**src/rtl/jt900h_busctl_if.sv**
```systemverilog
// External 16-bit word bus between the bus bridge and memory/peripherals.
//   master : bridge side (drives address, write data, strobes; samples data and ready)
//   slave  : memory side (drives read data and ready)
interface jt900h_busctl_if;
    localparam int unsigned AW = 24;
    localparam int unsigned DW = 16;

    logic [AW-1:0] bus_addr;
    logic [DW-1:0] bus_dout;
    logic [DW-1:0] bus_din;
    logic          bus_cs;
    logic          bus_rd;
    logic [1:0]    bus_we;
    logic          bus_ok;

    modport master (
        output bus_addr, bus_dout, bus_cs, bus_rd, bus_we,
        input  bus_din, bus_ok
    );

    modport slave (
        input  bus_addr, bus_dout, bus_cs, bus_rd, bus_we,
        output bus_din, bus_ok
    );
endinterface

```
**src/rtl/jt900h_busctl.sv**
```systemverilog
// Bridge from the CPU RAM controller's zero-wait 16-bit interface onto an
// external word bus with chip select, wait states and a ready handshake.
// The CPU is stalled through cpu_cen until each access completes; a one-word
// read latch lets repeated reads of the same word finish without bus cycles.
//   clk, rst          : clock, asynchronous active-low reset
//   cen               : master clock enable
//   cpu_cen           : gated clock enable back to CPU / RAM controller
//   cpu_addr/din/we   : byte address, write data, byte write mask (0 = read)
//   cpu_dout          : read data to the RAM controller
//   wait_cfg          : extra wait states outside the internal RAM window
//   bus               : external bus (master side)
module jt900h_busctl #(
    parameter logic [23:0] IRAM_START = 24'h004000,
    parameter logic [23:0] IRAM_END   = 24'h007FFF,
    parameter int unsigned WAIT_W     = 2
) (
    input  logic              clk,
    input  logic              rst,
    input  logic              cen,
    output logic              cpu_cen,
    input  logic [23:0]       cpu_addr,
    input  logic [15:0]       cpu_din,
    input  logic [1:0]        cpu_we,
    output logic [15:0]       cpu_dout,
    input  logic [WAIT_W-1:0] wait_cfg,
    jt900h_busctl_if.master   bus
);
    localparam int unsigned AW = 24;
    localparam int unsigned DW = 16;

    typedef enum logic [1:0] {
        IDLE = 2'd0,
        RD   = 2'd1,
        WR   = 2'd2
    } state_t;

    state_t            state_q, state_d;
    logic [AW-1:0]     addr_q,  addr_d;
    logic [DW-1:0]     wdata_q, wdata_d;
    logic              cs_q,    cs_d;
    logic              rd_q,    rd_d;
    logic [1:0]        we_q,    we_d;
    logic [DW-1:0]     rdata_q, rdata_d;
    logic [AW-1:1]     lat_q,   lat_d;
    logic              lat_ok_q, lat_ok_d;
    logic              wr_done_q, wr_done_d;
    logic [WAIT_W-1:0] cnt_q,   cnt_d;

    logic need;
    logic in_iram;
    logic idle;

    // Start request: an unfinished write, or a read that misses the latch
    assign need = ((cpu_we != 2'b00) && !wr_done_q) ||
                  ((cpu_we == 2'b00) && (!lat_ok_q || (cpu_addr[AW-1:1] != lat_q)));

    assign in_iram = (cpu_addr >= IRAM_START) && (cpu_addr <= IRAM_END);
    assign idle    = (state_q == IDLE);

    // Stall appears in the same cycle the new address does
    assign cpu_cen = cen & idle & ~need;

    assign bus.bus_addr = addr_q;
    assign bus.bus_dout = wdata_q;
    assign bus.bus_cs   = cs_q;
    assign bus.bus_rd   = rd_q;
    assign bus.bus_we   = we_q;
    assign cpu_dout     = rdata_q;

    // Next-state and register update logic
    always_comb begin
        state_d   = state_q;
        addr_d    = addr_q;
        wdata_d   = wdata_q;
        cs_d      = cs_q;
        rd_d      = rd_q;
        we_d      = we_q;
        rdata_d   = rdata_q;
        lat_d     = lat_q;
        lat_ok_d  = lat_ok_q;
        wr_done_d = wr_done_q;
        cnt_d     = cnt_q;

        if (cen) begin
            case (state_q)
                IDLE: begin
                    if (need) begin
                        addr_d = {cpu_addr[AW-1:1], 1'b0};
                        cnt_d  = in_iram ? '0 : wait_cfg;
                        cs_d   = 1'b1;
                        if (cpu_we != 2'b00) begin
                            wdata_d = cpu_din;
                            we_d    = cpu_we;
                            state_d = WR;
                        end else begin
                            rd_d    = 1'b1;
                            state_d = RD;
                        end
                    end else if (cpu_we != 2'b00) begin
                        // cpu_cen is high here: this is the write-finished pulse
                        wr_done_d = 1'b0;
                    end
                end
                RD: begin
                    if (cnt_q != '0) begin
                        cnt_d = cnt_q - WAIT_W'(1);
                    end else if (bus.bus_ok) begin
                        rdata_d  = bus.bus_din;
                        lat_d    = addr_q[AW-1:1];
                        lat_ok_d = 1'b1;
                        cs_d     = 1'b0;
                        rd_d     = 1'b0;
                        state_d  = IDLE;
                    end
                end
                WR: begin
                    if (cnt_q != '0) begin
                        cnt_d = cnt_q - WAIT_W'(1);
                    end else if (bus.bus_ok) begin
                        wr_done_d = 1'b1;
                        cs_d      = 1'b0;
                        we_d      = 2'b00;
                        state_d   = IDLE;
                        // Keep the read latch coherent with the written bytes
                        if (lat_ok_q && (addr_q[AW-1:1] == lat_q)) begin
                            if (we_q[1]) rdata_d[15:8] = wdata_q[15:8];
                            if (we_q[0]) rdata_d[7:0]  = wdata_q[7:0];
                        end
                    end
                end
                default: state_d = IDLE;
            endcase
        end
    end

    // State register
    always_ff @(posedge clk or negedge rst) begin
        if (!rst) begin
            state_q   <= IDLE;
            addr_q    <= '0;
            wdata_q   <= '0;
            cs_q      <= 1'b0;
            rd_q      <= 1'b0;
            we_q      <= 2'b00;
            rdata_q   <= '0;
            lat_q     <= '0;
            lat_ok_q  <= 1'b0;
            wr_done_q <= 1'b0;
            cnt_q     <= '0;
        end else begin
            state_q   <= state_d;
            addr_q    <= addr_d;
            wdata_q   <= wdata_d;
            cs_q      <= cs_d;
            rd_q      <= rd_d;
            we_q      <= we_d;
            rdata_q   <= rdata_d;
            lat_q     <= lat_d;
            lat_ok_q  <= lat_ok_d;
            wr_done_q <= wr_done_d;
            cnt_q     <= cnt_d;
        end
    end
endmodule

```
**src/flat_wrapper.sv**
```systemverilog
// flat-port wrapper written by rule: the top's interface ports become plain ports
module jt900h_busctl_flat 
#(
    parameter logic [23:0] IRAM_START = 24'h004000,
    parameter logic [23:0] IRAM_END   = 24'h007FFF,
    parameter int unsigned WAIT_W     = 2
)
  (clk, rst, cen, cpu_cen, cpu_addr, cpu_din, cpu_we, cpu_dout, wait_cfg, bus_bus_addr, bus_bus_dout, bus_bus_cs, bus_bus_rd, bus_bus_we, bus_bus_din, bus_bus_ok);
  jt900h_busctl_if bus_i ();
  input  logic clk;
  input  logic rst;
  input  logic cen;
  output logic cpu_cen;
  input  logic [23:0] cpu_addr;
  input  logic [15:0] cpu_din;
  input  logic [1:0] cpu_we;
  output logic [15:0] cpu_dout;
  input  logic [WAIT_W-1:0] wait_cfg;
  output wire logic [$bits(bus_i.bus_addr)-1:0] bus_bus_addr;
  output wire logic [$bits(bus_i.bus_dout)-1:0] bus_bus_dout;
  output wire logic [$bits(bus_i.bus_cs)-1:0] bus_bus_cs;
  output wire logic [$bits(bus_i.bus_rd)-1:0] bus_bus_rd;
  output wire logic [$bits(bus_i.bus_we)-1:0] bus_bus_we;
  input wire logic [$bits(bus_i.bus_din)-1:0] bus_bus_din;
  input wire logic [$bits(bus_i.bus_ok)-1:0] bus_bus_ok;
  assign bus_bus_addr = bus_i.bus_addr;
  assign bus_bus_dout = bus_i.bus_dout;
  assign bus_bus_cs = bus_i.bus_cs;
  assign bus_bus_rd = bus_i.bus_rd;
  assign bus_bus_we = bus_i.bus_we;
  assign bus_i.bus_din = bus_bus_din;
  assign bus_i.bus_ok = bus_bus_ok;
  jt900h_busctl #(.IRAM_START(IRAM_START), .IRAM_END(IRAM_END), .WAIT_W(WAIT_W)) u_core (.clk(clk), .rst(rst), .cen(cen), .cpu_cen(cpu_cen), .cpu_addr(cpu_addr), .cpu_din(cpu_din), .cpu_we(cpu_we), .cpu_dout(cpu_dout), .wait_cfg(wait_cfg), .bus(bus_i));
endmodule
```
**config.mk**
```make
export PLATFORM = sky130hd
export DESIGN_NAME = jt900h_busctl_flat
export DESIGN_NICKNAME = d
export VERILOG_FILES = /design/src/rtl/jt900h_busctl_if.sv /design/src/rtl/jt900h_busctl.sv /design/src/flat_wrapper.sv
export SDC_FILE = /design/constraint.sdc
export NUM_CORES = 1
export LEC_CHECK = 0
export CAP_MARGIN = 20
export CORE_MARGIN = 8
export CORE_UTILIZATION = 25
export CTS_CLUSTER_DIAMETER = 150
export CTS_CLUSTER_SIZE = 24
export DETAILED_ROUTE_END_ITERATION = 12
export PLACE_DENSITY = 0.58
export SLEW_MARGIN = 20
export SYNTH_ARGS = -nofsm -noshare
export SYNTH_HDL_FRONTEND = slang
export SYNTH_SLANG_ARGS = --single-unit
```
**constraint.sdc**
```tcl
create_clock -name clk -period 2.4 [get_ports clk]
set_clock_uncertainty 0.2 [all_clocks]
set_input_delay 0.48 -clock clk [delete_from_list [all_inputs] [get_ports clk]]
set_output_delay 0.48 -clock clk [all_outputs]
set_load 0.05 [all_outputs]
```
# Yosys cells after proc, flatten, opt, wreduce, memory -nomap -nowiden
# Index checks and enable logic that the tools add are counted.
# totals
regBits,88
elab_cells,97
in_bits,64
out_inout_bits,61
# op_classes
bitwise,4
eq_ne,18
mux,32
n_lt_le_gt_ge,2
n_reduce_logical,28
addsub,1
# ops
cell,n
16-bit 2-to-1 mux,5
16-bit case mux with 2 select lines,1
"24-bit by 15-bit >= comparator with 1-bit output, second input constant",1
"24-bit by 15-bit less-or-equal comparator with 1-bit output, second input constant",1
23-bit == test,1
23-bit inequality test,1
2-bit 2-to-1 mux,9
6-bit AND reduction,3
8-bit 2-to-1 mux,2
"2-bit inequality test, second input constant",8
4-bit AND reduction,4
8-bit AND reduction,2
"2-bit by 1-bit inequality test with 1-bit output, second input constant",6
2-bit case mux with 2 select lines,3
2-bit nonzero test,6
1-bit 2-to-1 mux,9
1-bit case mux with 2 select lines,3
5-bit AND reduction,1
1-bit logical AND,4
2-bit zero test,2
3-bit AND reduction,1
1-bit bitwise AND,2
"2-bit by 1-bit == test with 1-bit output, second input constant",1
"2-bit == test, second input constant",1
5 further kinds,8

# Longest topological paths before layout
# depth
depth_word,6
mapped_depth,9
depth_no_buf,7

# Worst setup path after synthesis
# Ideal clock, no wire load.
# synth_path
path_type,input-to-output
from,in cpu_addr[18]
to,out cpu_cen
path_slack_ps,-748
arrival_ps,2468
cell_stages,5
t_required_ps,1720
n_path_buf,0
cell_sequence,xnor2_1 > nand4_1 > nor4_4 > a21boi_0 > nor3b_1
# synth_via
elab_chain_len,6
# synth_lines
element,line,text
start: declaration,flat_wrapper.sv:14,input logic [23:0] cpu_addr;
23-bit inequality test,jt900h_busctl.sv:55,((cpu_we == 2'b00) && (!lat_ok_q || (cpu_addr[AW-1:1] != lat_q)));
1-bit logical OR,jt900h_busctl.sv:55,
1-bit logical AND,jt900h_busctl.sv:55,
1-bit logical OR,jt900h_busctl.sv:54,assign need = ((cpu_we != 2'b00) && !wr_done_q) ||
1-bit NOT,jt900h_busctl.sv:61,assign cpu_cen = cen & idle & ~need;
1-bit bitwise AND,jt900h_busctl.sv:61,
end: declaration,flat_wrapper.sv:13,output logic cpu_cen;
# Every way passes these cells.

# Worst setup path after layout
# Same ends and word-level chain as after synthesis.

==> impl_metrics.tcl <==
set metrics [dict create \
    status "complete, but fails checks" \
    failed_checks "negative setup slack" \
    nets 552 \
    critPathKind "input pin to primary output" \
    htree_num_levels 3 \
    worst_ep_arrival_time_ns 2.06 \
    max_freq_ghz 0.364 \
    detail-route-antenna-nets 0 \
    die-height_um 147 \
    worst_skew_pair.late_latency_ns 0.34 \
    core_area_um2 17100 \
    grt_setup_unrepaired "true" \
    worst_slack_ns -0.344 \
    worst_case_register_to_register_setup_slack_ns 0.06 \
    first_global_vias 3524 \
    wl_met2_mm 5.91 \
    number_of_iterations_in_the_first_detailed_routing_pass 4 \
    floorplan.die_area_um2 21700 \
    critical_path.startpoint_type "input pin" \
    dr.max_layer_used "met4" \
    total_number_of_vias 3094 \
    setup_viols_final 1 \
    fillCellCount 1682 \
    areaGrowthSynthToFinish_pct 50.1 \
    tns_ns -0.344 \
    initial_drc_count 126 \
    ctsLongestPathBuffers 2 \
    synth.yosys.warnings 0 \
    clk_pin_slew_ns 0.06 \
    final_cell_count_without_fillers 713 \
    final_min_period_over_clock_period_pct 114 \
    drc_errors 0 \
    grt_max_degree 35 \
    track_usage_pct 11.5 \
    gpl.final_weighted_congestion 0.778 \
    layout-drive-gt1-share_pct 35.2 \
    avgRoutedWirePerCell_um 17.2 \
    timing_max_transition_violations_final 0 \
    hold_viol_final 0 \
    leakagePower_nw 2.72 \
    initial_antenna_violation_count 0 \
    postSynthAreaPerCell_um2 13.4 \
    min_path_type "register to register" \
    ir_drop_v 0.000776 \
    route.final.wire_length_mm 12.2 \
    synth_cell_type_count 38 \
    antennaDiodeCount 0 \
    grt_first_pass_wirelength_mm 19.4 \
    met1_length_mm 5.67 \
    io_buffers 122 \
    max_cap_violations 0 \
    yosys_register_bits 88 \
    proportion_of_synthesized_flip_flops_having_asynchronous_set_or_reset_pct 100 \
    clock_sink_count 88 \
    syn_inst 322 \
    most-common-layout-cells "sky130_fd_sc_hd__clkdlybuf4s50_1, sky130_fd_sc_hd__dfrtp_1, sky130_fd_sc_hd__mux2_2" \
    syn_nets 390 \
    floorplan.rows 48 \
    worst_slew_margin_relative_to_its_limit_pct 63.7 \
    initial_core_utilization_pct 25.2 \
    finalWorstPathRequiredPeriod_ns 2.74 \
    io_pins 125 \
    cts_made_buffers 9 \
    worstPathMaxFanout 2 \
    cp.required_ns 1.72 \
    chipWidth_um 147 \
    synth_enable_flop_cells 0 \
    synthFlopType "sky130_fd_sc_hd__dfrtp_1" \
    power_per_cell_area_nw_per_um2 1470 \
    cp_endpoint_kind "primary output" \
    yosysSeqAreaShare_pct 51.0 \
    dpl.hpwl_mm 9.45 \
    met3_length_um 386 \
    worstMarginPinSlew_ns 0.543 \
    clk_root_buffer_cell "sky130_fd_sc_hd__clkbuf_16" \
    mostFrequentLayoutCell "sky130_fd_sc_hd__clkdlybuf4s50_1" \
    numPlacedInstances 692 \
    clock_tree_from_tritoncts "done" \
    grt_overflow_total 0 \
    via_density_per_instance 4.34 \
    post_synth_instance_area_um2 4320 \
]
-- final timing paths --
| path | startpoint | end | cells past startpoint |
|---|---|---|---|
| max in group asynchronous | rst | u_core.bus.bus_addr[9]$_DFFE_PN0P_ | 3 |
| min in group asynchronous | rst | u_core.bus.bus_addr[21]$_DFFE_PN0P_ | 2 |
| min reg2reg | u_core.cpu_dout[14]$_DFFE_PN0P_ | u_core.cpu_dout[14]$_DFFE_PN0P_ | 1 |
| max | cpu_addr[18] | cpu_cen | 7 |
| min | u_core.cpu_dout[14]$_DFFE_PN0P_ | u_core.cpu_dout[14]$_DFFE_PN0P_ | 1 |
| max reg2reg | u_core.lat_q[18]$_DFFE_PN0P_ | u_core.bus.bus_dout[4]$_DFFE_PN0P_ | 8 |
-- what timing repair did --
action,in CTS,in global routing
endpoints found under the setup margin,48,29
hold endpoints to repair,31,0
setup buffers,5,1
cloned,0,0
hold buffers,1,0
pin swaps,17,6
gates resized for setup,31,1
-- layer usage --
layer | vias to the layer above | track usage (%)
met5 | - | 0
met4 | 0 | 5.56
met3 | 14 | 2.26
met2 | 61 | 18.5
met1 | 1543 | 14.7
li1 | 1476 | -
-- registers in the layout, summed over array words and instances, names as in the netlist --
| name | count |
|---|---|
| u_core.state_q | 2 |
| u_core.bus.bus_addr | 23 |
| u_core.bus.bus_dout | 16 |
| u_core.lat_q | 23 |
| u_core.cpu_dout | 16 |
| u_core.bus.bus_cs | 1 |
| u_core.cnt_q | 2 |
| u_core.lat_ok_q | 1 |
| u_core.bus.bus_rd | 1 |
| u_core.wr_done_q | 1 |
| u_core.bus.bus_we | 2 |
-- logic make-up (layout without fill, tap and decap cells) --
group                    after synthesis  after routing  share of synthesized area [%]
XOR/XNOR                              46             46                           9.33
AO/OA/AOI/OAI                         24             24                           3.68
other                                  1              1                         0.0868
multiplexers                          99             99                           26.6
adder cells (fa/ha/maj)                4              4                           1.16
flip-flops                            88             88                           51.0
buffers and inverters                 18            184                           2.06
AND/OR/NAND/NOR                       42             42                           6.06
-- Yosys cell counts, drive strengths merged (3+ instances only) --
master / instances / share of area (%)
mux2: 97 / 26
dfrtp: 88 / 51
xnor2: 46 / 9.3
nand4: 14 / 2.0
nand3: 7 / 0.81
buf: 6 / 1.0
clkbuf: 6 / 0.52
inv: 6 / 0.52
nor2: 6 / 0.52
o21ai: 6 / 0.70
a31oi: 5 / 0.72
ha: 4 / 1.2
nand2: 4 / 0.35
a21oi: 3 / 0.43
nor2b: 3 / 0.61
nor4: 3 / 0.78
-- worst max-delay path, stage by stage --
cell and delay [ns]:
sky130_fd_sc_hd__dlygate4sd2_1 0.29, sky130_fd_sc_hd__xnor2_2 0.21, sky130_fd_sc_hd__nand4_1 0.23, sky130_fd_sc_hd__nor4_4 0.35
sky130_fd_sc_hd__a21boi_2 0.12, sky130_fd_sc_hd__nor3b_4 0.21, sky130_fd_sc_hd__buf_12 0.16
-- power breakdown --
group          switching (mW)  internal [mW]
Clock                   0.568          0.887
Combinational            3.04           2.29
Sequential              0.583           2.15
-- cell type report --
class / count / area [µm²] / share of cell area (%)
inverter: 6 / 22.5 / 0.347
clock inverter: 2 / 37.5 / 0.579
multi-input combinational: 216 / 2120 / 32.8
tap: 225 / 282 / 4.34
sequential: 88 / 2200 / 34.0
timing repair buffer: 163 / 1540 / 23.8
clock buffer: 13 / 270 / 4.17
-- stage by stage --
step / worst slack [ns] / util (%) / hold WS (ns) / power, mW / area [µm²]
2_1_floorplan: -0.0197 / - / -0.0156 / 6.23 / 4360
3_3_place_gp: -0.651 / 35.6 / 0.266 / 8.00 / 6090
3_5_place_dp: -0.662 / 35.6 / 0.275 / 8.08 / 6090
4_1_cts: -0.337 / 37.8 / 0.306 / 9.65 / 6480
5_1_grt: -0.416 / 37.9 / 0.320 / 10.0 / 6480
6_report: -0.344 / 37.9 / 0.304 / 9.52 / 6480
No activity file was read; power rests on OpenSTA's default activity.
